--- src/rtl/wb_regfile_pkg.sv ---
// Shared writeback-stage constants: WB control bit positions, register index width
// and the hardwired-zero register index.
package wb_regfile_pkg;

    localparam int DW          = 32;
    localparam int NREG        = 32;
    localparam int REG_AW      = 5;
    localparam int ZERO_REG    = 0;
    localparam int WB_REGWRITE = 0;
    localparam int WB_MEMTOREG = 1;

    typedef logic [REG_AW-1:0] reg_idx_t;

    // Returns 1 when the index names the hardwired-zero register.
    function automatic logic is_zero_reg(input reg_idx_t idx);
        return (idx == reg_idx_t'(ZERO_REG));
    endfunction

endpackage

--- src/rtl/wb_regfile_array.sv ---
// General-purpose register storage with asynchronous clear, one write port
// and two raw (unbypassed) read ports.
module wb_regfile_array
    import wb_regfile_pkg::*;
#(
    parameter int DATA_W = DW,
    parameter int N_REGS = NREG,
    parameter int ADDR_W = REG_AW
) (
    input  logic              clk,
    input  logic              rst,
    input  logic              i_we,
    input  logic [ADDR_W-1:0] i_waddr,
    input  logic [DATA_W-1:0] i_wdata,
    input  logic [ADDR_W-1:0] i_raddr_a,
    input  logic [ADDR_W-1:0] i_raddr_b,
    output logic [DATA_W-1:0] o_rdata_a,
    output logic [DATA_W-1:0] o_rdata_b
);

    logic [DATA_W-1:0] r_mem [N_REGS];

    // Storage: whole array clears while rst is high; otherwise one gated write.
    always_ff @(posedge clk or posedge rst) begin
        if (rst) begin
            for (int i = 0; i < N_REGS; i++) begin
                r_mem[i] <= {DATA_W{1'b0}};
            end
        end else if (i_we) begin
            r_mem[i_waddr] <= i_wdata;
        end
    end

    assign o_rdata_a = r_mem[i_raddr_a];
    assign o_rdata_b = r_mem[i_raddr_b];

endmodule

--- src/rtl/wb_regfile.sv ---
// Writeback stage: result select, commit into the register file, bypassed ID
// read ports and a retired-write counter.
module wb_regfile
    import wb_regfile_pkg::*;
#(
    parameter int DW_P       = DW,
    parameter int NREG_P     = NREG,
    parameter int ZERO_REG_P = ZERO_REG
) (
    input  logic              clk,
    input  logic              rst,
    input  logic [3:0]        WbWb,
    input  logic [DW_P-1:0]   WbReadD,
    input  logic [DW_P-1:0]   WbAdr,
    input  logic [REG_AW-1:0] WbRd,
    input  logic [REG_AW-1:0] IdRs,
    input  logic [REG_AW-1:0] IdRt,
    output logic [DW_P-1:0]   IdRsData,
    output logic [DW_P-1:0]   IdRtData,
    output logic [DW_P-1:0]   WbWriteData,
    output logic              WbRegWrite,
    output logic [31:0]       RetireCnt
);

    logic [DW_P-1:0] w_wdata;
    logic            w_we;
    logic [DW_P-1:0] w_raw_a;
    logic [DW_P-1:0] w_raw_b;
    logic [31:0]     r_retire_cnt;
    logic            w_unused_rsvd;

    assign w_unused_rsvd = ^WbWb[3:2];

    assign w_wdata = WbWb[WB_MEMTOREG] ? WbReadD : WbAdr;
    assign w_we    = WbWb[WB_REGWRITE] && (WbRd != REG_AW'(ZERO_REG_P));

    wb_regfile_array #(
        .DATA_W (DW_P),
        .N_REGS (NREG_P),
        .ADDR_W (REG_AW)
    ) u_array (
        .clk       (clk),
        .rst       (rst),
        .i_we      (w_we),
        .i_waddr   (WbRd),
        .i_wdata   (w_wdata),
        .i_raddr_a (IdRs),
        .i_raddr_b (IdRt),
        .o_rdata_a (w_raw_a),
        .o_rdata_b (w_raw_b)
    );

    // Read port A: zero register wins over bypass, bypass wins over storage.
    always_comb begin
        IdRsData = w_raw_a;
        if (IdRs == REG_AW'(ZERO_REG_P)) begin
            IdRsData = {DW_P{1'b0}};
        end else if (w_we && (IdRs == WbRd)) begin
            IdRsData = w_wdata;
        end else begin
            IdRsData = w_raw_a;
        end
    end

    // Read port B: same priority as port A, evaluated independently.
    always_comb begin
        IdRtData = w_raw_b;
        if (IdRt == REG_AW'(ZERO_REG_P)) begin
            IdRtData = {DW_P{1'b0}};
        end else if (w_we && (IdRt == WbRd)) begin
            IdRtData = w_wdata;
        end else begin
            IdRtData = w_raw_b;
        end
    end

    // Retired-write counter; wraps silently.
    always_ff @(posedge clk or posedge rst) begin
        if (rst) begin
            r_retire_cnt <= 32'd0;
        end else if (w_we) begin
            r_retire_cnt <= r_retire_cnt + 32'd1;
        end
    end

    assign WbWriteData = w_wdata;
    assign WbRegWrite  = w_we;
    assign RetireCnt   = r_retire_cnt;

endmodule

--- config.mk ---
export PLATFORM = sky130hd
export DESIGN_NAME = wb_regfile
export DESIGN_NICKNAME = d
export VERILOG_FILES = /design/src/rtl/wb_regfile_pkg.sv /design/src/rtl/wb_regfile_array.sv /design/src/rtl/wb_regfile.sv
export SDC_FILE = /design/constraint.sdc
export NUM_CORES = 2
export LEC_CHECK = 0
export BUFFER_PORTS_ARGS = -buffer_cell sky130_fd_sc_hd__buf_2
export CAP_MARGIN = 0
export CORE_MARGIN = 2
export CORE_UTILIZATION = 50
export CTS_BUF_LIST = sky130_fd_sc_hd__clkbuf_16
export DETAILED_ROUTE_END_ITERATION = 8
export HOLD_SLACK_MARGIN = 0.05
export PLACE_DENSITY_LB_ADDON = 0.3
export SLEW_MARGIN = 20
export SYNTH_ARGS = -nofsm -noshare
export SYNTH_HDL_FRONTEND = slang
export SYNTH_HIERARCHICAL = 1
export SYNTH_SLANG_ARGS = --single-unit
export TNS_END_PERCENT = 100
--- constraint.sdc ---
create_clock -name clk -period 33.4 [get_ports clk]
set_clock_uncertainty 0.1 [all_clocks]
set_input_delay 1.67 -clock clk [delete_from_list [all_inputs] [get_ports clk]]
set_output_delay 1.67 -clock clk [all_outputs]
set_load 0.01 [all_outputs]
==> results.yml <==
finish:
  stdcell_area_um2: 64100
  final_common_cell: "mux2i_1"
  layout_common_cells: "1086 x mux2i_1, 1056 x dfrtp_1, 1017 x mux2_2"
  nets: 4973
  syn_to_final_growth_pct: 8.26
  drive_above_1_share_pct: 30.9
floorplanning:
  die_h_um: 348
  coreArea_um2: 118000
  dieArea_um2: 121000
  start_util_pct: 50.3
  rows: 126
  ios: 214
  die_x_um: 348
critical_path:
  r2r-start: "RetireCnt[2]"
  cp_slowest_cell: "buf_4"
  endpoint: "IdRsData[12]"
  path_cells: "buf_8, buf_4, buf_12, buf_4, buf_4, mux2i_1, a22o_1, nor3_1, a31oi_1, nand3_1, mux2i_1, nor2_1, buf_2"
  slowest_delay_ns: 0.94
  r2r_cells: 5
  cp-start-kind: "primary input"
  end_kind: "output pin"
  crit_fanout: 119
  cp_common_cell: "buf_4"
  r2r_slack_ns: 31.26
  worstSetupStartpoint: "IdRs[1]"
  required_ns: 31.63
  arrival_ns: 7.34
  r2r_end: "RetireCnt[28]"
  crit_type: "primary input to output pin"
placed_design:
  dpl.hpwl_mm: 102
  dpl_cell_area_um2: 60600
  port_buffers: 211
  place.gp.congestion: 0.815
yosys:
  async_flop_share_pct: 100
  ys_seq_area_share_pct: 44.6
  synth-seq-cells: 1056
  synth_cell_types: 42
  synth_edf_count: 0
  yosysWarnings: 6
  syn_inst: 4930
  syn_area_per_cell_um2: 12.0
  synthFlopType: "dfrtp_1"
  syn-cell-area_um2: 59200
  syn_nets: 5016
detailed_routing:
  dr_total_vias: 42300
  wl_per_cell_um: 28.2
  postRouteAntennaNets: 0
  drc: 0
  drt-pass1-iter-count: 6
  via_per_inst: 6.49
  drt_iter0_markers: 4265
  routed_wl_mm: 184
clock_tree:
  clk_latency_ns: 0.70
  cts-root-buf: "clkbuf_16"
  postCtsSetupBuffers: 0
  htree_levels: 3
  cts_buffer_depth: 3
  path_clk_slew_ns: 0.06
  cts.repair.resized: 0
  cts.sinks: 1056
  ctsHoldBuffers: 0
  cts_tree: "yes"
  numCtsBuffers: 111
timing:
  max_clock_freq_ghz: 0.110
  maxSlewHeadroom_pct: 22.6
  rsz0062_at_grt: "no"
  post-route-min-period_ns: 9.11
  drv_slew: 0
  finalSetupViolCount: 0
  fin_hold_ws_ns: 0.365
  fin_crit_sh_pct: 27.3
  hold_viol_final: 0
  tightest_slew_ns: 1.16
  tns_ns: 0
power:
  max-vdd-ir-drop_mv: 0.0413
  p_leak_nw: 30.3
  finalPower_mw: 3.74
  power_density_nw_per_um2: 58.4
global_route:
  grt_start_max_net_pins: 175
  grt_pass1_vias: 42400
  grt_pass1_wl_mm: 273
  grt_overflow: 0
  antenna_found_initial: 6
  track_usage_pct: 29.8
hold_path:
  hp-class: "flop to flop"
flow_run:
  drv_cap: 0
run_status:
  status: "completed"
## registers in the layout, indices dropped and copies added (netlist names)
register       cells
RetireCnt         32
u_array/r_mem   1024
## power by group
part	switching, mW	total (mW)	internal (mW)
logic	0.388	0.794	0.406
registers	0.197	1.74	1.54
clock network	0.528	1.21	0.679
## per-stage QoR
step | util (%) | setup WS (ns) | instances
floorplan | - | 2.81 | 4930
global placement | 51.4 | 24.33 | 6308
detailed placement | 51.4 | 24.29 | 6309
CTS | 54.4 | 24.30 | 6511
global route | 54.4 | 24.04 | 6515
finish | 54.4 | 24.29 | 6517
## Yosys cell counts, drive strengths merged, types with 3 or more instances
master  number  area share [%]
clkbuf     199             1.3
a211oi       4           0.051
mux2      1054              20
nand3      205             1.7
a21oi      192             1.6
nand4       11            0.12
nor2        96            0.81
xor2        15            0.22
nand3b       4           0.051
buf        261             3.1
mux2i     1086              18
nor2b        5           0.053
and2         4           0.042
dfrtp     1056              45
or2          4           0.042
nand2b       4           0.042
or4          3           0.044
nor3b        4           0.076
a31oi       64            0.68
a22o       128             1.9
nor3        66            0.56
and3         5           0.053
a22oi      192             2.4
nand2      225             1.4
xnor2       26            0.38
nor4         3           0.093
inv          6           0.038
## metal layers
metal | global-route usage [%] | part of all wire [%]
met5 | 0 | 0.0054
met4 | 10.8 | 3.9
met3 | 6.25 | 8.6
met2 | 45.6 | 44
met1 | 41.8 | 43
## kinds of logic (layout without fill, tap and decap cells)
group / Yosys count / count (layout) / synth area share (%)
muxes: 2140 / 2140 / 38.4
DFF: 1056 / 1056 / 44.6
and+or+nand+nor: 643 / 643 / 5.21
AOI/OAI and AO/OA: 583 / 583 / 6.75
buffers and inverters: 466 / 512 / 4.36
xor gates and xnor gates: 41 / 41 / 0.607
adders and majority gates: 1 / 1 / 0.0211
other: 0 / 5 / 0
## layout make-up
| type | count | area [um^2] |
|---|---|---|
| clock inverters | 89 | 648 |
| well taps | 1536 | 1920 |
| fillers | 10100 | 53700 |
| clock buffers | 113 | 2830 |
| multi-input cells | 3408 | 30300 |
| repair buffers | 304 | 1890 |
| inverters | 6 | 35.0 |
| flip-flops and latches | 1056 | 26400 |
| diodes | 5 | 12.5 |
## critical path, delay by kind of cell
family / cells / cell delay (ns)
AOI/OAI and AO/OA: 2 / 0.38
buffers and inverters: 6 / 4.21
muxes: 2 / 0.24
and+or+nand+nor: 3 / 0.64
## worst min-delay path by stage
stage | start | endpoint | slack (ns) | depth (start not counted)
floorplan | u_array/r_mem[325] | u_array/r_mem[325] | 0.38 | 1
global placement | RetireCnt[31] | RetireCnt[31] | 0.36 | 1
detailed placement | RetireCnt[31] | RetireCnt[31] | 0.36 | 1
CTS | RetireCnt[31] | RetireCnt[31] | 0.37 | 1
global route | RetireCnt[31] | RetireCnt[31] | 0.40 | 1
finish | RetireCnt[31] | RetireCnt[31] | 0.37 | 1
Note: power is estimated with default switching activity, not from simulation.
